File: config.mk
export PLATFORM = sky130hd
export DESIGN_NAME = regfile_sequencer
export DESIGN_NICKNAME = d
export VERILOG_FILES = /design/src/rtl/regfile_seq_pkg.sv /design/src/rtl/regfile_seq_alu.sv /design/src/rtl/regfile_sequencer.sv
export SDC_FILE = /design/constraint.sdc
export NUM_CORES = 1
export LEC_CHECK = 0
export BUFFER_PORTS_ARGS = -buffer_cell sky130_fd_sc_hd__buf_2
export CORE_MARGIN = 10
export CORE_UTILIZATION = 45
export DETAILED_ROUTE_END_ITERATION = 6
export GPL_ROUTABILITY_DRIVEN = 0
export PLACE_DENSITY_LB_ADDON = 0.12
export SYNTH_ARGS = -nofsm -noshare
export SYNTH_HDL_FRONTEND = slang
export SYNTH_SLANG_ARGS = --single-unit
File: constraint.sdc
create_clock -name clk -period 2.1 [get_ports clk]
set_input_delay 0.21 -clock clk [delete_from_list [all_inputs] [get_ports clk]]
set_output_delay 0.21 -clock clk [all_outputs]
set_load 0.05 [all_outputs]
File: src/rtl/regfile_seq_pkg.sv
// rtl/regfile_seq_pkg.sv - shared types and default widths for the register file sequencer
package regfile_seq_pkg;

    localparam int DATA_WIDTH_DEF  = 16;
    localparam int INDEX_WIDTH_DEF = 2;

    typedef enum logic [1:0] {
        OP_LOAD = 2'd0,
        OP_ADD  = 2'd1,
        OP_MOVE = 2'd2,
        OP_READ = 2'd3
    } op_t;

    typedef enum logic [2:0] {
        IDLE   = 3'd0,
        RD_SRC = 3'd1,
        RD_DST = 3'd2,
        WRITE  = 3'd3,
        RESP   = 3'd4
    } state_t;

endpackage

File: src/rtl/regfile_seq_alu.sv
// rtl/regfile_seq_alu.sv - write-data select for the sequencer
// REGFILE_SEQ_SATURATE_EN: ADD clamps to all-ones on overflow instead of wrapping.
module regfile_seq_alu
    import regfile_seq_pkg::*;
#(
    parameter int DATA_WIDTH = DATA_WIDTH_DEF
) (
    input  op_t                   op,
    input  logic [DATA_WIDTH-1:0] imm,
    input  logic [DATA_WIDTH-1:0] opnd_a,
    input  logic [DATA_WIDTH-1:0] opnd_b,
    output logic [DATA_WIDTH-1:0] result
);

`ifdef REGFILE_SEQ_SATURATE_EN
    logic [DATA_WIDTH:0] sum;
    assign sum = {1'b0, opnd_a} + {1'b0, opnd_b};
`endif

    always_comb begin
        result = '0;
        case (op)
            OP_LOAD: result = imm;
            OP_MOVE: result = opnd_a;
`ifdef REGFILE_SEQ_SATURATE_EN
            OP_ADD:  result = sum[DATA_WIDTH] ? {DATA_WIDTH{1'b1}} : sum[DATA_WIDTH-1:0];
`else
            OP_ADD:  result = opnd_a + opnd_b;
`endif
            default: result = '0;
        endcase
    end

endmodule

File: src/rtl/regfile_sequencer.sv
// rtl/regfile_sequencer.sv - command sequencer driving a 1R/1W register file
// REGFILE_SEQ_SATURATE_EN (see regfile_seq_alu) selects saturating ADD.
module regfile_sequencer
    import regfile_seq_pkg::*;
#(
    parameter int DATA_WIDTH  = DATA_WIDTH_DEF,
    parameter int INDEX_WIDTH = INDEX_WIDTH_DEF
) (
    input  logic                   clk,
    input  logic                   reset,
    input  logic                   cmd_valid,
    output logic                   cmd_ready,
    input  logic [1:0]             cmd_op,
    input  logic [INDEX_WIDTH-1:0] cmd_dst,
    input  logic [INDEX_WIDTH-1:0] cmd_src,
    input  logic [DATA_WIDTH-1:0]  cmd_imm,
    output logic                   resp_valid,
    input  logic                   resp_ready,
    output logic [DATA_WIDTH-1:0]  resp_data,
    output logic [INDEX_WIDTH-1:0] rf_read_index,
    input  logic [DATA_WIDTH-1:0]  rf_read_data,
    output logic [INDEX_WIDTH-1:0] rf_write_index,
    output logic                   rf_write_enable,
    output logic [DATA_WIDTH-1:0]  rf_write_data
);

    state_t                 state, state_next;
    op_t                    op_q;
    logic [INDEX_WIDTH-1:0] dst_q, src_q;
    logic [DATA_WIDTH-1:0]  imm_q, opnd_a, opnd_b, alu_result;
    logic                   accept;

    assign accept = cmd_valid && cmd_ready;

    always_ff @(posedge clk or negedge reset) begin
        if (!reset) state <= IDLE;
        else        state <= state_next;
    end

    always_comb begin
        state_next = state;
        case (state)
            IDLE: if (accept) begin
                state_next = (op_t'(cmd_op) == OP_LOAD) ? WRITE : RD_SRC;
            end
            RD_SRC: case (op_q)
                OP_ADD:  state_next = RD_DST;
                OP_READ: state_next = RESP;
                default: state_next = WRITE;
            endcase
            RD_DST:  state_next = WRITE;
            WRITE:   state_next = IDLE;
            RESP:    if (resp_ready) state_next = IDLE;
            default: state_next = IDLE;
        endcase
    end

    // Outputs are forced to zero outside their owning state so the register file sees clean idle ports.
    always_comb begin
        cmd_ready       = reset && (state == IDLE);
        resp_valid      = (state == RESP);
        resp_data       = (state == RESP) ? opnd_a : '0;
        rf_read_index   = '0;
        rf_write_enable = (state == WRITE);
        rf_write_index  = (state == WRITE) ? dst_q : '0;
        rf_write_data   = (state == WRITE) ? alu_result : '0;
        if (state == RD_SRC) rf_read_index = src_q;
        if (state == RD_DST) rf_read_index = dst_q;
    end

    always_ff @(posedge clk or negedge reset) begin
        if (!reset) begin
            op_q   <= OP_LOAD;
            dst_q  <= '0;
            src_q  <= '0;
            imm_q  <= '0;
            opnd_a <= '0;
            opnd_b <= '0;
        end else begin
            if (accept) begin
                op_q  <= op_t'(cmd_op);
                dst_q <= cmd_dst;
                src_q <= cmd_src;
                imm_q <= cmd_imm;
            end
            if (state == RD_SRC) opnd_a <= rf_read_data;
            if (state == RD_DST) opnd_b <= rf_read_data;
        end
    end

    regfile_seq_alu #(.DATA_WIDTH(DATA_WIDTH)) u_alu (
        .op     (op_q),
        .imm    (imm_q),
        .opnd_a (opnd_a),
        .opnd_b (opnd_b),
        .result (alu_result)
    );

endmodule
==> impl_metrics.csv, run 1 <==
group,metric,value,unit
status,status,"complete, but fails checks",
status,violations,"setup timing",
worst_setup_path,rr_endpoint,"state[1]$_DFFE_PN0P_",
floorplan,die_h,107,µm
drt,drt_iter0_drc,80,
cells_and_area,syn_to_final_growth,46.4,%
timing,setup_violations,13,
yosys,yosysWarnings,0,
clock_network,cts.clk_slew.worst_paths,0.07,ns
timing,worstMarginPinSlew,0.733,ns
worst_setup_path,crit_start,"opnd_a[1]$_DFFE_PN0N_",
cells_and_area,final-instance-count-excl-fill,557,
cells_and_area,final_nets,511,
worst_setup_path,r2r-start,"state[2]$_DFFE_PN0P_",
timing,fin_crit_sh,1.29,
yosys,synthFlopType,"dfrtp_1",
job,drv_cap,0,
global_routing,first_global_vias,3299,
worst_setup_path,worstPathArrival,2.50,ns
worst_setup_path,required,1.89,ns
placed_design,hpwlAfterDp,7510,µm
clock_network,root_buffer,"clkbuf_8",
timing,skew,0.00499,ns
cells_and_area,drive_gt1_frac,0.539,
timing,hold_viol,0,
floorplan,die_w,107,µm
worst_setup_path,critPathCaptureType,"output pin",
drt,drc_errors,0,
placed_design,port_buffers,80,
clock_network,cts_buffers,9,
timing,period_needed,2.71,ns
yosys,synth_seq_cells,57,
drt,vias,2955,
cells_and_area,antennaDiodeCount,0,
timing,fin_ws,-0.614,ns
clock_network,insertion_delay,0.34,ns
clock_network,cts_sinks,57,
hold_path,hold_path.class,"input port to asynchronous set/reset pin",
drt,viasPerCell,5.31,
yosys,async_flop_share,1.00,
worst_setup_path,ff2ff_setup_slack,0.39,ns
yosys,seq_area_frac_synth,0.416,
clock_network,cts_tree,"yes",
yosys,synth_edf_count,0,
worst_setup_path,r2r_cells,5,
drt,first_pass_iters,4,
floorplan,dieArea,11500,µm²
global_routing,grt_pass1_wl,16600,µm
timing,grt_setup_unrepaired,"true",
global_routing,track_usage,0.183,
drt,wl,10100,µm
worst_setup_path,cp_max_fo,3,
floorplan,num_rows,31,
timing,slew_violations,0,
timing,fmax,0.369,GHz
global_routing,antenna_found_initial,0,
placed_design,dpl.cell_count,539,
yosys,yosys.cell_types.count,50,
worst_setup_path,critPathKind,"flip-flop to output pin",
drt,routedWlPerCell,18.2,µm
yosys,synth_area,3430,µm²
yosys,avgSynthCellArea,11.0,µm²
drt,drtAntennaViolNets,0,
clock_network,clockBufferDepth,2,
timing,slew_headroom,0.511,
floorplan,start_util,0.468,
yosys,syn_nets,371,
floorplan,ios,81,
clock_network,cts_max_level,3,
cells_and_area,final.fill_count,572,
global_routing,grt-ovfl-total,0,
worst_setup_path,crit_path_start_kind,"flip-flop",
yosys,syn_inst,313,
worst_setup_path,endpoint,"rf_write_data[13]",
global_routing,grt_max_degree,58,
floorplan,coreArea,7330,µm²
-- routing by layer --
layer  GRT usage  share of wire
met5           0              0
met4      0.0725          0.018
met3      0.0497          0.061
met2       0.303           0.48
met1       0.219           0.44
-- cell usage in the layout, fill, tap and decap left out, drive strengths merged, types with 5 or more instances in the layout --
cell type / n
buf: 147
ha: 15
nor2: 18
o21ai: 8
mux2i: 16
o22ai: 9
a21o: 5
inv: 7
nand2: 10
a21oi: 18
dfrtp: 57
and3: 17
xnor2: 5
clkbuf: 13
mux2: 53
xor2: 8
-- critical path, stage by stage, from the launching register on --
cell and delay [ns]:
dfrtp_1 0.44, ha_4 0.24, a211oi_2 0.23, o21ai_2 0.08, and3_1 0.16, a311oi_2 0.32
mux2_4 0.35, o21ai_4 0.18, buf_8 0.16
-- synth_stat cells, types with 2 or more instances --
master	number	area, µm²
nand3_1	2	10.0
ha_1	15	188
a22o_1	2	17.5
a311oi_1	2	17.5
o211ai_1	3	22.5
and3_1	17	106
xnor2_1	5	43.8
o21ai_1	2	10.0
o21bai_1	2	15.0
nand2_1	9	33.8
a31oi_1	3	18.8
o22ai_1	9	56.3
dfrtp_1	57	1430
nor2_1	18	67.6
o21ai_0	5	25.0
xor2_1	8	70.1
nor2b_1	4	25.0
mux2_2	32	360
o21a_1	2	15.0
mux2i_1	16	160
nand2b_1	4	25.0
a21oi_1	17	85.1
nor3_1	3	15.0
nand4_1	2	12.5
inv_1	6	22.5
a21o_1	5	37.5
mux2_1	21	236
and2_1	4	25.0
clkbuf_1	8	30.0
buf_2	10	50.1
-- per-stage QoR --
stage               area (µm²)  hold slack [ns]  utilization  setup slack (ns)  setup TNS, ns
floorplan                 3630          -0.0856            -            -0.207         -0.889
global placement          4580            0.420        0.625            -0.375          -2.33
detailed placement        4580            0.428        0.625            -0.400          -2.56
CTS                       5000           0.0666        0.682            -0.637          -6.19
global route              5020           0.0737        0.685            -0.724          -7.26
finish                    5020           0.0786        0.685            -0.614          -5.54
-- cells by family (layout without fill, tap and decap cells) --
| family | count (synthesis) | after routing | share of synthesized area |
|---|---|---|---|
| AND/OR/NAND/NOR | 71 | 71 | 0.116 |
| multiplexers | 69 | 69 | 0.221 |
| AO/OA/AOI/OAI | 62 | 62 | 0.123 |
| flip-flops | 57 | 57 | 0.416 |
| buffers and inverters | 25 | 170 | 0.0310 |
| adder cells (fa/ha/maj) | 16 | 16 | 0.0606 |
| XOR/XNOR | 13 | 13 | 0.0332 |
-- state kept, by name, indices dropped and copies added, names as in the netlist --
| name | count |
|---|---|
| state | 3 |
| opnd_a | 16 |
| imm_q | 16 |
| dst_q | 2 |
| src_q | 2 |
| opnd_b | 16 |
| op_q | 2 |
-- layout make-up --
class	instances	area (µm²)	area share
Clock buffer	13	159	0.0317
Timing Repair Buffer	147	1030	0.206
Multi-Input combinational cell	231	2240	0.445
Tap cell	99	124	0.0247
Inverter	7	26.3	0.00523
Clock inverter	3	15.0	0.00299
Sequential cell	57	1430	0.284
-- how the worst min path moves through the flow --
stage                start                     to  slack (ns)  cells past startpoint
2_1_floorplan        reset   dst_q[0]$_DFFE_PN0P_       -0.09                      0
3_3_place_gp    cmd_dst[0]   dst_q[0]$_DFFE_PN0P_        0.42                      2
3_5_place_dp   cmd_imm[12]  imm_q[12]$_DFFE_PN0P_        0.43                      2
4_1_cts         cmd_imm[2]   imm_q[2]$_DFFE_PN0P_        0.07                      2
5_1_grt         cmd_imm[9]   imm_q[9]$_DFFE_PN0P_        0.07                      2
6_report             reset   imm_q[3]$_DFFE_PN0P_        0.08                      2
-- repair_timing --
item,in CTS,in global routing
hold buffers,0,0
setup endpoints to repair,14,15
setup buffers,4,0
pin swaps,27,18
gates resized for setup,51,10
Power of run 1 is left out: the tool's default activity adds up to more than one toggle a clock period on the data nets, which glitch-free logic cannot reach.
==> inputs of run 2 (changes only) <==
--- a/config.mk
+++ b/config.mk
@@ -7,7 +7,7 @@
 export LEC_CHECK = 0
 export BUFFER_PORTS_ARGS = -buffer_cell sky130_fd_sc_hd__buf_2
 export CORE_MARGIN = 10
-export CORE_UTILIZATION = 45
+export CORE_UTILIZATION = 33
 export DETAILED_ROUTE_END_ITERATION = 6
 export GPL_ROUTABILITY_DRIVEN = 0
 export PLACE_DENSITY_LB_ADDON = 0.12
==> run 2 against run 1 <==
Effect of this change: the run still ends with setup timing left; via count up 1.4%; setup slack lost 0.0075 ns; cell count up 8.4%; routed wire length up 3.1%; global-route usage is 3.7 points lower; clock skew rose by 0.0013 ns; fmax is 0.28% lower; critical path depth did not move; flip-flop and latch count did not move; count of clock-buffer cells in the layout is the same; register-to-register slack lost 0.07 ns; critical path type unchanged.
==> impl_metrics.csv, run 2 (same netlist as run 1, synthesis figures left out) <==
group,metric,value,unit
status,status,"complete, but fails checks",
status,violations,"setup timing",
cells_and_area,antennaDiodeCount,0,
clock_network,cts_sinks,57,
drt,drc_errors,0,
clock_network,postCtsHoldBufs,0,
floorplan,dieArea,14900,µm²
job,drv_cap,0,
timing,grt_setup_unrepaired,"true",
timing,skew,0.00632,ns
drt,first_pass_iters,4,
drt,wl,10500,µm
timing,period_needed,2.72,ns
cells_and_area,final_common_cell,"buf_4",
worst_setup_path,rr_endpoint,"opnd_b[11]$_DFFE_PN0P_",
timing,fin_ws,-0.621,ns
cells_and_area,final_nets,522,
drt,routedWlPerCell,17.3,µm
worst_setup_path,worstPathArrival,2.51,ns
floorplan,ios,81,
worst_setup_path,critPathCaptureType,"output pin",
drt,viasPerCell,4.96,
worst_setup_path,endpoint,"rf_write_data[13]",
placed_design,hpwlAfterDp,7960,µm
global_routing,grt-ovfl-total,0,
hold_path,hold_path.class,"input port to flip-flop",
placed_design,port_buffers,80,
worst_setup_path,crit_start,"opnd_b[1]$_DFFE_PN0P_",
timing,whs,0.0760,ns
clock_network,root_buffer,"clkbuf_8",
clock_network,insertion_delay,0.34,ns
global_routing,antenna_found_initial,0,
global_routing,grt_pass1_wl,17000,µm
timing,slew_headroom,0.497,
drt,vias,2996,
cells_and_area,layout_common_cells,"buf_4, buf_2, dfrtp_1",
clock_network,clockBufferDepth,2,
floorplan,coreArea,10200,µm²
worst_setup_path,r2r-start,"state[2]$_DFFE_PN0P_",
worst_setup_path,crit_path_start_kind,"flip-flop",
worst_setup_path,cp_max_fo,3,
worst_setup_path,ff2ff_setup_slack,0.32,ns
clock_network,cts_buffers,9,
floorplan,die_w,122,µm
placed_design,dpl.cell_count,579,
timing,worstMarginPinSlew,0.754,ns
timing,hold_viol,0,
floorplan,die_h,122,µm
timing,setup_violations,14,
global_routing,first_global_vias,3218,
floorplan,num_rows,37,
worst_setup_path,r2r_cells,4,
global_routing,grt_max_degree,58,
drt,drt_iter0_drc,88,
timing,fin_crit_sh,1.30,
floorplan,start_util,0.335,
worst_setup_path,required,1.89,ns
cells_and_area,drive_gt1_frac,0.560,
drt,drtAntennaViolNets,0,
cells_and_area,syn_to_final_growth,53.1,%
clock_network,cts.clk_slew.worst_paths,0.07,ns
worst_setup_path,critPathKind,"flip-flop to output pin",
global_routing,track_usage,0.145,
timing,fmax,0.367,GHz
timing,tns,-5.80,ns
clock_network,cts_max_level,3,
cells_and_area,reg_top3,"imm_q: 16 flops, opnd_a: 16 flops, opnd_b: 16 flops",
clock_network,cts_tree,"yes",
timing,slew_violations,0,
cells_and_area,final-instance-count-excl-fill,604,
run 2: cell count changes in the layout (fill, tap and decap cells not counted), sizes merged:
cell and change:
buf +11, clkinv -2, bufinv +1
run 2: through the flow:
step                      cell area, µm²  utilization  setup slack, ns
after detailed placement            4630        0.452           -0.442
after floorplan                     3630            -           -0.207
final                               5250        0.513           -0.621
after global routing                5250        0.513           -0.780
after CTS                           5130        0.501           -0.663
after global placement              4630        0.452           -0.399
run 2: routing by layer:
| layer | track usage | wire length (µm) |
|---|---|---|
| met1 | 0.180 | 4670 |
| met2 | 0.241 | 5130 |
| met3 | 0.0435 | 541 |
| met4 | 0.0402 | 113 |
| met5 | 0 | 0 |
run 2: worst min-delay path by stage:
| stage | from | endpoint | slack [ns] | cells past startpoint |
|---|---|---|---|---|
| 6_report | resp_ready | state[2]$_DFFE_PN0P_ | 0.08 | 2 |
| 3_5_place_dp | resp_ready | state[2]$_DFFE_PN0P_ | 0.42 | 2 |
| 5_1_grt | cmd_dst[0] | dst_q[0]$_DFFE_PN0P_ | 0.06 | 2 |
| 4_1_cts | resp_ready | state[2]$_DFFE_PN0P_ | 0.06 | 2 |
| 2_1_floorplan | reset | dst_q[0]$_DFFE_PN0P_ | -0.09 | 0 |
| 3_3_place_gp | resp_ready | state[2]$_DFFE_PN0P_ | 0.42 | 2 |
run 2: cell type report:
| type | instances | area, µm² |
|---|---|---|
| Tap cell | 136 | 170 |
| Multi-Input combinational cell | 231 | 2310 |
| Timing Repair Buffer | 158 | 1100 |
| Inverter | 7 | 26.3 |
| Clock inverter | 2 | 35.0 |
| Sequential cell | 57 | 1430 |
| Fill cell | 934 | 4980 |
| Clock buffer | 13 | 179 |
run 2: repair_timing:
item / 4_1_cts / 5_1_grt
setup endpoints to repair: 15 / 15
setup buffers: 7 / 3
hold endpoints to repair: 0 / 0
resized for setup: 55 / 16
pin swaps: 27 / 23
run 2: critical path: stages (launching register included):
cell and delay (ns):
dfrtp_1 0.42, ha_4 0.26, a211oi_2 0.23, o21ai_2 0.11, and3_4 0.16, a311oi_4 0.33, mux2_4 0.35, o21ai_4 0.13
buf_6 0.17
Power of run 2 is left out for the same reason.
